**src/rtl/dpram_fifo_ctrl_if.sv**
```systemverilog
// dpram_fifo_ctrl_if: push (valid/ready) and first-word-fall-through pop handshake bundle.
interface dpram_fifo_ctrl_if #(parameter int DATA_W = 4);
    logic              in_valid;
    logic              in_ready;
    logic [DATA_W-1:0] in_data;
    logic              out_valid;
    logic              out_ready;
    logic [DATA_W-1:0] out_data;
    modport master (output in_valid, in_data, out_ready, input in_ready, out_valid, out_data);
    modport slave  (input in_valid, in_data, out_ready, output in_ready, out_valid, out_data);
endinterface

```
**src/rtl/dpram_fifo_ctrl.sv**
```systemverilog
// dpram_fifo_ctrl: FIFO controller around a 1-cycle-latency dual-port RAM with a 2-entry output buffer.
// Optional almost_full output enabled by defining DPFIFO_ALMOST_FULL_EN.
module dpram_fifo_ctrl #(
    parameter int ADDR_W    = 8,
    parameter int DATA_W    = 4,
    parameter int AF_MARGIN = 4
) (
    input  logic              clk,
    input  logic              rst,
    dpram_fifo_ctrl_if.slave  bus,
    output logic              ram_write_en_o,
    output logic [ADDR_W-1:0] ram_write_addr_o,
    output logic [DATA_W-1:0] ram_write_data_o,
    output logic              ram_read_en_o,
    output logic [ADDR_W-1:0] ram_read_addr_o,
    input  logic [DATA_W-1:0] ram_read_data_i,
    output logic [ADDR_W:0]   count_o,
    output logic              full_o,
    output logic              empty_o
`ifdef DPFIFO_ALMOST_FULL_EN
    ,
    output logic              almost_full_o
`endif
);
    localparam int DEPTH = 1 << ADDR_W;

    logic [ADDR_W-1:0] wr_ptr_q, wr_ptr_d, fetch_ptr_q, fetch_ptr_d;
    logic [ADDR_W:0]   count_q, count_d, unf_q, unf_d;
    logic [1:0]        buf_cnt_q, buf_cnt_d, after_pop;
    logic [DATA_W-1:0] head_q, head_d, skid_q, skid_d;
    logic              inflight_q, push, pop, issue;
    logic [2:0]        occ;

    always_comb begin
        push        = bus.in_valid & ~count_q[ADDR_W];
        pop         = (buf_cnt_q != 2'd0) & bus.out_ready;
        occ         = {1'b0, buf_cnt_q} + {2'b0, inflight_q} - {2'b0, pop};
        issue       = (unf_q != '0) && (occ < 3'd2);
        after_pop   = buf_cnt_q - {1'b0, pop};
        // returning word lands in the first free slot after this cycle's pop
        head_d      = (inflight_q && after_pop == 2'd0) ? ram_read_data_i :
                      (pop && buf_cnt_q == 2'd2) ? skid_q : head_q;
        skid_d      = (inflight_q && after_pop != 2'd0) ? ram_read_data_i : skid_q;
        buf_cnt_d   = buf_cnt_q + {1'b0, inflight_q} - {1'b0, pop};
        count_d     = count_q + (ADDR_W+1)'(push) - (ADDR_W+1)'(pop);
        unf_d       = unf_q + (ADDR_W+1)'(push) - (ADDR_W+1)'(issue);
        wr_ptr_d    = wr_ptr_q + ADDR_W'(push);
        fetch_ptr_d = fetch_ptr_q + ADDR_W'(issue);
    end

    always_ff @(posedge clk) begin
        if (rst) begin
            wr_ptr_q    <= '0;
            fetch_ptr_q <= '0;
            count_q     <= '0;
            unf_q       <= '0;
            buf_cnt_q   <= '0;
            head_q      <= '0;
            skid_q      <= '0;
            inflight_q  <= 1'b0;
        end else begin
            wr_ptr_q    <= wr_ptr_d;
            fetch_ptr_q <= fetch_ptr_d;
            count_q     <= count_d;
            unf_q       <= unf_d;
            buf_cnt_q   <= buf_cnt_d;
            head_q      <= head_d;
            skid_q      <= skid_d;
            inflight_q  <= issue;
        end
    end

`ifdef DPFIFO_ALMOST_FULL_EN
    logic af_q;
    always_ff @(posedge clk) begin
        if (rst) af_q <= 1'b0;
        else     af_q <= count_d >= (ADDR_W+1)'(DEPTH - AF_MARGIN);
    end
    assign almost_full_o = af_q;
`endif

    assign bus.in_ready     = ~count_q[ADDR_W];
    assign bus.out_valid    = buf_cnt_q != 2'd0;
    assign bus.out_data     = head_q;
    assign ram_write_en_o   = push;
    assign ram_write_addr_o = wr_ptr_q;
    assign ram_write_data_o = push ? bus.in_data : '0;
    assign ram_read_en_o    = issue;
    assign ram_read_addr_o  = fetch_ptr_q;
    assign count_o          = count_q;
    assign full_o           = count_q == (ADDR_W+1)'(DEPTH);
    assign empty_o          = count_q == '0;
endmodule

```
**src/flat_wrapper.sv**
```systemverilog
// flat-port wrapper written by rule: the top's interface ports become plain ports
module dpram_fifo_ctrl_flat 
#(
    parameter int ADDR_W    = 8,
    parameter int DATA_W    = 4,
    parameter int AF_MARGIN = 4
)
  (clk, rst, ram_write_en_o, ram_write_addr_o, ram_write_data_o, ram_read_en_o, ram_read_addr_o, ram_read_data_i, count_o, full_o, empty_o, bus_in_valid, bus_in_data, bus_out_ready, bus_in_ready, bus_out_valid, bus_out_data);
  dpram_fifo_ctrl_if #(.DATA_W(DATA_W)) bus_i ();
  input  logic clk;
  input  logic rst;
  output logic ram_write_en_o;
  output logic [ADDR_W-1:0] ram_write_addr_o;
  output logic [DATA_W-1:0] ram_write_data_o;
  output logic ram_read_en_o;
  output logic [ADDR_W-1:0] ram_read_addr_o;
  input  logic [DATA_W-1:0] ram_read_data_i;
  output logic [ADDR_W:0] count_o;
  output logic full_o;
  output logic empty_o;
  input wire logic [$bits(bus_i.in_valid)-1:0] bus_in_valid;
  input wire logic [$bits(bus_i.in_data)-1:0] bus_in_data;
  input wire logic [$bits(bus_i.out_ready)-1:0] bus_out_ready;
  output wire logic [$bits(bus_i.in_ready)-1:0] bus_in_ready;
  output wire logic [$bits(bus_i.out_valid)-1:0] bus_out_valid;
  output wire logic [$bits(bus_i.out_data)-1:0] bus_out_data;
  assign bus_i.in_valid = bus_in_valid;
  assign bus_i.in_data = bus_in_data;
  assign bus_i.out_ready = bus_out_ready;
  assign bus_in_ready = bus_i.in_ready;
  assign bus_out_valid = bus_i.out_valid;
  assign bus_out_data = bus_i.out_data;
  dpram_fifo_ctrl #(.ADDR_W(ADDR_W), .DATA_W(DATA_W), .AF_MARGIN(AF_MARGIN)) u_core (.clk(clk), .rst(rst), .bus(bus_i), .ram_write_en_o(ram_write_en_o), .ram_write_addr_o(ram_write_addr_o), .ram_write_data_o(ram_write_data_o), .ram_read_en_o(ram_read_en_o), .ram_read_addr_o(ram_read_addr_o), .ram_read_data_i(ram_read_data_i), .count_o(count_o), .full_o(full_o), .empty_o(empty_o));
endmodule
```
**config.mk**
```make
export PLATFORM = sky130hd
export DESIGN_NAME = dpram_fifo_ctrl_flat
export DESIGN_NICKNAME = d
export VERILOG_FILES = /design/src/rtl/dpram_fifo_ctrl_if.sv /design/src/rtl/dpram_fifo_ctrl.sv /design/src/flat_wrapper.sv
export SDC_FILE = /design/constraint.sdc
export NUM_CORES = 1
export LEC_CHECK = 0
export CORE_ASPECT_RATIO = 0.75
export CORE_MARGIN = 2
export CORE_UTILIZATION = 49
export CTS_BUF_LIST = sky130_fd_sc_hd__clkbuf_4 sky130_fd_sc_hd__clkbuf_8
export CTS_CLUSTER_SIZE = 30
export DETAILED_ROUTE_END_ITERATION = 16
export PLACE_DENSITY = 0.79
export SKIP_CTS_REPAIR_TIMING = 1
export SYNTH_ARGS = -nofsm -noshare
export SYNTH_HDL_FRONTEND = slang
export SYNTH_SLANG_ARGS = --single-unit
```
**constraint.sdc**
```tcl
create_clock -name clk -period 3.5 [get_ports clk]
set_input_delay 0.35 -clock clk [delete_from_list [all_inputs] [get_ports clk]]
set_output_delay 0.35 -clock clk [all_outputs]
set_load 0.03 [all_outputs]
```
==> run_results.csv <==
group,metric,value,unit
pwr,ir_worst_vdd,473,µV
setup_path,crit_required,3.71,ns
sta,period_share,94.9,%
sta,fmax,301,MHz
sta,slew_viol_final,0,
sta,grt_setup_unrepaired,"false",
sta,worst_pin_slew,0.717,ns
worst_hold_path,hold_path_class,"flop to flop",
clock_tree,ctsRootBufferMaster,"clkbuf_8",
sta,slew_headroom,52.2,%
yosys,syn-cell-area,2730,µm²
worst_hold_path,holdCritStartpoint,"u_core.ram_read_addr_o[7]",
worst_hold_path,hold_depth,2,
cells_and_area,final_common_cell,"clkdlybuf4s50_1",
setup_path,crit_type,"input port to flop",
drt,num_vias,2332,
pwr,pwr-share-clk,12.2,%
clock_tree,cts_tree,"done",
floorplanning,die-area,6190,µm²
yosys,ys_ff_latch,45,
drt,drtIter0Drc,66,
sta,period_needed,3.32,ns
cells_and_area,fill_cells,477,
sta,hold_viol,0,
drt,firstDrtPassIters,4,
clock_tree,insertion_delay,0.31,ns
setup_path,cp_data_arrival_time,3.53,ns
cells_and_area,fin_cells,446,
clock_tree,clkSinkCount,45,
yosys,ys_warn_count,0,
pwr,p_sw,1.57,mW
floorplanning,coreArea,5350,µm²
drt,drt-vias-per-instance,5.23,
yosys,synth_edf_count,0,
yosys,synth.area.top_cells,"dfxtp_1 (33%), ha_1 (12%), nor2_1 (4.5%)",
grt,grt_pass1_wl,9650,µm
cells_and_area,register_area,901,µm²
cells_and_area,drive_gt1_share,7.82,%
grt,first_global_vias,2228,
floorplanning,fp.dieH,68.7,µm
drt,ant_nets,0,
floorplanning,rows,23,
status,status,"completed",
yosys,synth_cell_types,49,
grt,antenna_found_initial,0,
sta,setup_viol,0,
cells_and_area,fin_nets,412,
setup_path,cp-end-kind,"flop",
clock_tree,cts_max_path_buffers,2,
sta,final.setup.tns,0,ns
pwr,p_seq_share,23.1,%
clock_tree,cts.clk_slew.worst_paths,0.09,ns
sta,skew,0.00493,ns
place,dp.cells,438,
drt,totalWireLength,5680,µm
cells_and_area,final_core_util,64.4,%
pwr,combPwrFrac,64.7,%
yosys,synth_flop_cell,"dfxtp_1",
grt,grt_start_max_net_pins,40,
place,io_buffers,50,
cells_and_area,multiInputGateArea,1660,µm²
pwr,power_density,1020,nW/µm²
grt,grt_usage,19.4,%
yosys,netlist.area_leader.share,33.0,%
drt,drc,0,
drt,post_drt_wl_per_cell,12.7,µm
floorplanning,io_pins,51,
cells_and_area,n_antenna_cell,0,
clock_tree,numCtsBuffers,5,
setup_path,reg2reg_depth,16,
floorplanning,die_x,90.2,µm
place,gp_congestion,0.795,
setup_path,cp_max_fo,5,
floorplanning,start_util,51.0,%
setup_path,r2r_setup_slack,0.25,ns
setup_path,r2r-end,"u_core.unf_q[6]",
pwr,p_int,1.94,mW
grt,overflow,0,
setup_path,r2r_start,"u_core.buf_cnt_q[1]",
clock_tree,htreeDepth,2,
pwr,swShare,44.8,%
yosys,syn_nets,359,
place,dp_hpwl,4310,µm
setup_path,critPathLaunchType,"input port",
yosys,ys_seq_area_share,33.0,%
yosys,async_reset_ff_share,0,%
yosys,yosysTopAreaCell,"dfxtp_1",
worst_hold_path,hold_path_end,"u_core.ram_read_addr_o[7]",
cells_and_area,areaGrowthSynthToFinish,26.2,%
pwr,leakage,1.42,nW
yosys,avgSynthCellArea,8.62,µm²
cells_and_area,final_cell_mix,"clkdlybuf4s50_1 (49), dfxtp_1 (45), nor2_1 (33)",
job,max_cap_violations,0,
yosys,synth_cells,317,
-- worst max-delay path, stage by stage --
cell,delay [ns]
clkdlybuf4s50_1,0.53
nand3b_4,0.10
inv_4,0.06
or2_1,0.09
ha_1,0.13
inv_1,0.05
fa_1,0.37
xnor2_1,0.17
o211ai_2,0.13
or2_1,0.24
nand2_1,0.08
ha_1,0.18
fa_1,0.20
a21oi_1,0.07
o21bai_1,0.37
a21oi_1,0.12
a311o_1,0.27
-- registers in the layout, indices dropped and copies added, names as in the netlist --
| name | count |
|---|---|
| u_core.buf_cnt_q | 2 |
| u_core.bus.out_data | 4 |
| u_core.count_o | 9 |
| u_core.inflight_q | 1 |
| u_core.ram_read_addr_o | 8 |
| u_core.ram_write_addr_o | 8 |
| u_core.skid_q | 4 |
| u_core.unf_q | 9 |
-- through the flow --
step                setup slack, ns  instance area [µm²]  power [mW]  hold slack (ns)
floorplan                     0.219                 2730        2.46            0.463
global placement            -0.0419                 3330        3.02            0.474
detailed placement           -0.164                 3330        3.11            0.499
CTS                           0.171                 3450        3.54            0.512
global route                 0.0113                 3450        3.84            0.540
finish                        0.180                 3450        3.52            0.508
-- cells by family after synthesis --
logic type                 Yosys count  share of synthesized area (%)
and+or+nand+nor                    131                           25.4
DFF                                 45                           33.0
AOI/OAI and AO/OA                   44                           12.0
buffers and inverters               41                           6.28
adders and majority gates           30                           14.6
xor gates and xnor gates            17                           5.45
muxes                                9                           3.34
-- synth_stat cells, types with 4 or more instances --
| cell type | count |
|---|---|
| inv_1 | 25 |
| nor2_1 | 33 |
| and2_1 | 4 |
| nor2b_1 | 12 |
| xor2_1 | 8 |
| o21ai_0 | 5 |
| nor4_1 | 6 |
| nor3b_1 | 4 |
| mux2i_1 | 8 |
| xnor2_1 | 9 |
| nand3_1 | 11 |
| a21oi_1 | 16 |
| a311oi_2 | 4 |
| nand2_1 | 26 |
| or2_1 | 4 |
| clkbuf_1 | 8 |
| ha_1 | 27 |
| nor3_1 | 7 |
| dfxtp_1 | 45 |
| nand2b_1 | 4 |
| nor4b_1 | 4 |
| or3_1 | 5 |
-- power groups by stage --
| stage | Sequential (mW) | Clock (mW) | Combinational, mW |
|---|---|---|---|
| 5_1_grt | 0.834 | 0.453 | 2.55 |
| 3_5_place_dp | 0.823 | 0 | 2.28 |
| 2_1_floorplan | 0.964 | 0 | 1.50 |
| 4_1_cts | 0.813 | 0.433 | 2.29 |
| 6_report | 0.811 | 0.428 | 2.28 |
| 3_3_place_gp | 0.816 | 0 | 2.20 |
-- worst max-delay path by stage --
stage	start	to	depth (start not counted)	slack (ns)
global placement	bus_out_ready	u_core.unf_q[6]	17	-0.04
floorplan	u_core.buf_cnt_q[1]	u_core.unf_q[6]	17	0.22
global route	bus_out_ready	u_core.unf_q[6]	17	0.01
finish	bus_out_ready	u_core.unf_q[6]	17	0.18
detailed placement	bus_out_ready	u_core.unf_q[6]	17	-0.16
CTS	bus_out_ready	u_core.unf_q[6]	17	0.17
-- metal layers --
layer	global-route usage, %	up-vias	share of wire [%]	wire, µm
li1	-	1194	-	-
met1	23.3	1088	47	2660
met2	35.0	42	48	2700
met3	3.70	8	4.1	232
met4	8.46	0	1.6	91
met5	0	-	0	0
-- final cells by class --
cell class | instances | share of cell area, %
clock buffer | 6 | 2.39
clock inverter | 2 | 1.09
inverter | 27 | 3.01
multi-input combinational | 231 | 48.1
sequential | 45 | 26.1
tap | 75 | 2.72
timing repair buffer | 60 | 16.5
Note: power is estimated with default switching activity, not from simulation.
